==> config.mk <==
export PLATFORM = sky130hd
export DESIGN_NAME = ripple_adder_reg
export DESIGN_NICKNAME = d
export VERILOG_FILES = /design/src/rtl/adder_pkg.sv /design/src/rtl/full_adder_bit.sv /design/src/rtl/ripple_adder_reg.sv
export SDC_FILE = /design/constraint.sdc
export NUM_CORES = 1
export LEC_CHECK = 0
export ABC_AREA = 1
export CORE_AREA = 4 4 41 43
export DETAILED_ROUTE_END_ITERATION = 16
export DIE_AREA = 0 0 45 47
export HOLD_SLACK_MARGIN = 0.05
export PLACE_DENSITY_LB_ADDON = 0.2
export SETUP_SLACK_MARGIN = 0.1
export SYNTH_ARGS = -nofsm -noshare
export SYNTH_HDL_FRONTEND = slang
export SYNTH_SLANG_ARGS = --single-unit
==> constraint.sdc <==
create_clock -name clk -period 2.7 [get_ports clk]
set_input_delay 0.54 -clock clk [delete_from_list [all_inputs] [get_ports clk]]
set_output_delay 0.54 -clock clk [all_outputs]
set_load 0.01 [all_outputs]
==> src/rtl/adder_pkg.sv <==
// Shared constants and result type for the registered ripple-carry adder.
//   ADDER_DEFAULT_WIDTH : default operand width used by ripple_adder_reg
//   adder_result_t      : {carry, sum} result payload at the default width
package adder_pkg;

  localparam int unsigned ADDER_DEFAULT_WIDTH = 4;

  typedef struct packed {
    logic                           carry;
    logic [ADDER_DEFAULT_WIDTH-1:0] sum;
  } adder_result_t;

endpackage : adder_pkg

==> src/rtl/full_adder_bit.sv <==
// One-bit full-adder cell, purely combinational.
//   a, b : operand bits
//   ci   : carry in
//   s    : sum bit
//   co   : carry out
module full_adder_bit (
  input  logic a,
  input  logic b,
  input  logic ci,
  output logic s,
  output logic co
);

  logic p;

  // Propagate term, shared by the sum and the carry chain.
  assign p  = a ^ b;
  assign s  = p ^ ci;
  assign co = (a & b) | (ci & p);

endmodule : full_adder_bit

==> src/rtl/ripple_adder_reg.sv <==
// Registered ripple-carry adder: sum/carry = a + b + cin, one cycle latency.
// Optional feature macro: ADDER_OVERFLOW_FLAG_EN adds the signed-overflow
// output ovf, registered alongside sum.
//   clk       : clock, rising edge
//   rst       : synchronous active-high reset
//   in_valid  : operands valid this cycle
//   a, b      : WIDTH-bit unsigned operands
//   cin       : carry in
//   out_valid : sum/carry hold a result captured at the last edge
//   sum       : registered (a+b+cin) mod 2^WIDTH
//   carry     : registered carry out
//   ovf       : registered two's-complement overflow (macro only)
module ripple_adder_reg
  import adder_pkg::*;
#(
  parameter int unsigned WIDTH = ADDER_DEFAULT_WIDTH
) (
  input  logic             clk,
  input  logic             rst,
  input  logic             in_valid,
  input  logic [WIDTH-1:0] a,
  input  logic [WIDTH-1:0] b,
  input  logic             cin,
  output logic             out_valid,
  output logic [WIDTH-1:0] sum,
`ifdef ADDER_OVERFLOW_FLAG_EN
  output logic             ovf,
`endif
  output logic             carry
);

  logic [WIDTH:0]   c;
  logic [WIDTH-1:0] s_c;

  logic             valid_d, valid_q;
  logic [WIDTH-1:0] sum_d,   sum_q;
  logic             carry_d, carry_q;
`ifdef ADDER_OVERFLOW_FLAG_EN
  logic             ovf_d,   ovf_q;
`endif

  // Carry chain: c[i] feeds bit i, c[WIDTH] is the carry out.
  assign c[0] = cin;

  for (genvar i = 0; i < int'(WIDTH); i++) begin : g_bit
    full_adder_bit u_fa (
      .a  (a[i]),
      .b  (b[i]),
      .ci (c[i]),
      .s  (s_c[i]),
      .co (c[i+1])
    );
  end

  // Next-state: capture on in_valid, otherwise hold the last result.
  always_comb begin
    valid_d = in_valid;
    sum_d   = sum_q;
    carry_d = carry_q;
`ifdef ADDER_OVERFLOW_FLAG_EN
    ovf_d   = ovf_q;
`endif
    if (in_valid) begin
      sum_d   = s_c;
      carry_d = c[WIDTH];
`ifdef ADDER_OVERFLOW_FLAG_EN
      // Signed overflow: carry into the MSB differs from carry out of it.
      ovf_d   = c[WIDTH] ^ c[WIDTH-1];
`endif
    end
  end

  // Output register; reset wins over an operation in the same cycle.
  always_ff @(posedge clk) begin
    if (rst) begin
      valid_q <= 1'b0;
      sum_q   <= '0;
      carry_q <= 1'b0;
`ifdef ADDER_OVERFLOW_FLAG_EN
      ovf_q   <= 1'b0;
`endif
    end else begin
      valid_q <= valid_d;
      sum_q   <= sum_d;
      carry_q <= carry_d;
`ifdef ADDER_OVERFLOW_FLAG_EN
      ovf_q   <= ovf_d;
`endif
    end
  end

  assign out_valid = valid_q;
  assign sum       = sum_q;
  assign carry     = carry_q;
`ifdef ADDER_OVERFLOW_FLAG_EN
  assign ovf       = ovf_q;
`endif

endmodule : ripple_adder_reg

==> impl_metrics.yaml, run 1 <==
final_layout:
  diodes: 0
  nets: 76
  fin_area_um2: 531
  fin_util_pct: 40.8
  num-fill-cells: 150
  drive_above_1_share_pct: 10.3
  multi_input_area_um2: 156
  area_delta_synth_final_pct: 60.6
  seq_area_um2: 120
clock_network:
  cts.path.max_buffers: 2
  cts_hold_buffers: 0
  cts_tree: "done"
  clk_pin_slew_worst_paths_ns: 0.04
  cts.root.buffer_cell: "clkbuf_4"
  cts_sinks: 6
  ctsResizeCount: 0
  worstSkewPairLatency_ns: 0.24
  htreeDepth: 1
  postCtsSetupBuffers: 0
  cts_made_buffers: 3
synthesis:
  syn_area_um2: 330
  synth_fa_ha_area_share_pct: 24.2
  yosys.area_share.simple_pct: 18.6
  synth_cell_type_count: 9
  ys_ff_latch: 6
  syn-num-nets: 55
  syn_inst: 39
  synth_compound_area_share_pct: 4.55
  syn_avg_cell_area_um2: 8.47
  synth_mux_area_share_pct: 0
  synth_top_family_by_area: "adder cells"
  synth_xor_area_share_pct: 0
  yosysWarnings: 0
  synth-seq-area-share_pct: 36.4
timing:
  worstMarginPinSlew_ns: 0.396
  skew_ns: 0
  tns_ns: 0
  relSlewSlack_pct: 73.5
  period_needed_ns: 2.46
  drv_slew: 0
  setup_viol: 0
  finalHoldViolations: 0
  post-route-period-util_pct: 91.1
  rsz0062_at_grt: "false"
  max_freq_ghz: 0.407
detailed_routing:
  ant_nets: 0
  drc: 0
  viasPerCell: 4.00
  drtIter0Drc: 5
  first_pass_iters: 4
  dr_total_vias: 292
  wl_per_cell_um: 8.14
  drt-total-wl_um: 594
worst_setup_path:
  timing.critical_path.required_ns: 2.88
  reg2reg_depth: 2
  reg2reg_setup_slack_ns: 2.10
  cp-start-kind: "input pin"
  critPathLaunch: "a[0]"
  worstPathMaxFanout: 1
  worstSetupPathType: "in2reg"
  end_kind: "flop"
  endpoint: "sum[3]"
  arrival_ns: 2.64
  regToRegStartpoint: "sum[1]"
  timing.rr.end: "sum[1]"
global_routing:
  grt_max_degree: 10
  grt_pass1_vias: 232
  antenna_found_initial: 0
  grt_remaining_overflow: 0
  track_usage_pct: 6.78
  grt_pass1_wl_um: 897
floorplan:
  die_y_um: 47
  start_util_pct: 25.4
  die_area_um2: 2120
  ios: 18
  row_count: 13
  core_um2: 1300
  die_w_um: 45
pwr:
  p_leak_nw: 0.250
  power_switching_mw: 0.0625
  intPower_mw: 0.186
  combinationalPowerShare_pct: 26.7
  ir_drop_v: 0.000134
  netSwitchingFraction_pct: 25.1
  power_mw: 0.249
  power_density_nw_per_um2: 469
  clkPwrFrac_pct: 33.0
  seq_power_share_pct: 40.3
placement:
  port-buffer-count: 17
  routabilityCongestion: 0.592
  post_dp_cell_area_um2: 508
  hpwl_um: 506
run:
  max_cap_violations: 0
status:
  status: "complete, no violations"
hold_path:
  hold_path.class: "reg2reg"
[routing by layer]
layer	routed length [um]	vias up	track usage [%]
met5	0	-	0
met3	57	4	0
li1	-	148	-
met2	263	16	8.76
met1	230	124	7.01
met4	42	0	14.0
[layout make-up]
| cell class | count | share of cell area [%] |
|---|---|---|
| sequential | 6 | 22.6 |
| inverter | 10 | 8.02 |
| timing repair buffer | 17 | 32.1 |
| tap | 15 | 3.54 |
| multi-input combinational | 22 | 29.5 |
| clock buffer | 3 | 4.25 |
[registers in the layout (all words and copies together) (netlist names)]
name / flops
sum: 4
out_valid: 1
carry: 1
[cells in the mapped netlist, drive strengths merged]
cell,count,area share [%]
o21ai,3,4.5
fa,4,24
dfxtp,6,36
nor2,10,13
inv,9,10
buf,1,3.4
clkinv,1,2.7
nand2,5,5.7
[worst min-delay path by stage]
| stage | start | endpoint | cells after the start |
|---|---|---|---|
| 2_1_floorplan | carry | carry | 2 |
| 3_3_place_gp | carry | carry | 2 |
| 3_5_place_dp | carry | carry | 2 |
| 4_1_cts | sum[3] | sum[3] | 2 |
| 5_1_grt | sum[3] | sum[3] | 2 |
| 6_report | sum[3] | sum[3] | 2 |
[worst max-delay path, cell delays in order]
cell	delay [ns]
clkdlybuf4s50_1	0.40
inv_1	0.08
fa_1	0.17
inv_1	0.05
fa_1	0.37
fa_1	0.36
inv_1	0.07
fa_1	0.40
nand2_1	0.08
nand2_1	0.05
nor2_1	0.07
[cells in the final DEF, fill, tap and decap left out]
| master | count |
|---|---|
| nand2_1 | 5 |
| inv_1 | 9 |
| dfxtp_1 | 6 |
| nor2_2 | 2 |
| clkinv_4 | 1 |
| clkbuf_4 | 3 |
| fa_1 | 4 |
| o21ai_1 | 3 |
| nor2_1 | 8 |
| clkdlybuf4s50_1 | 17 |
[kinds of logic (layout without fill, tap and decap cells)]
group	Yosys count	after routing
compound gates	3	3
fa+ha+maj	4	4
buf+inv	11	30
flops	6	6
simple gates	15	15
[per-stage QoR]
stage | setup slack, ns | cells | hold WS [ns]
global route | 0.132 | 73 | 0.489
finish | 0.241 | 73 | 0.470
global placement | -0.00924 | 70 | 0.463
detailed placement | -0.0259 | 70 | 0.464
floorplan | 0.483 | 39 | 0.492
CTS | 0.228 | 73 | 0.471
[power groups by stage]
stage	Combinational (mW)	Sequential (mW)	Clock, mW
5_1_grt	0.0739	0.101	0.0873
2_1_floorplan	0.0290	0.105	0
4_1_cts	0.0676	0.100	0.0866
3_3_place_gp	0.0668	0.102	0
6_report	0.0664	0.100	0.0821
3_5_place_dp	0.0675	0.102	0
Note: power is estimated with default switching activity, not from simulation.
==> inputs of run 2 (changes only) <==
SLEW_MARGIN = 40   (was default)
==> results of run 2 <==
No change in the layout: final DEF, timing and power equal those of run 1.
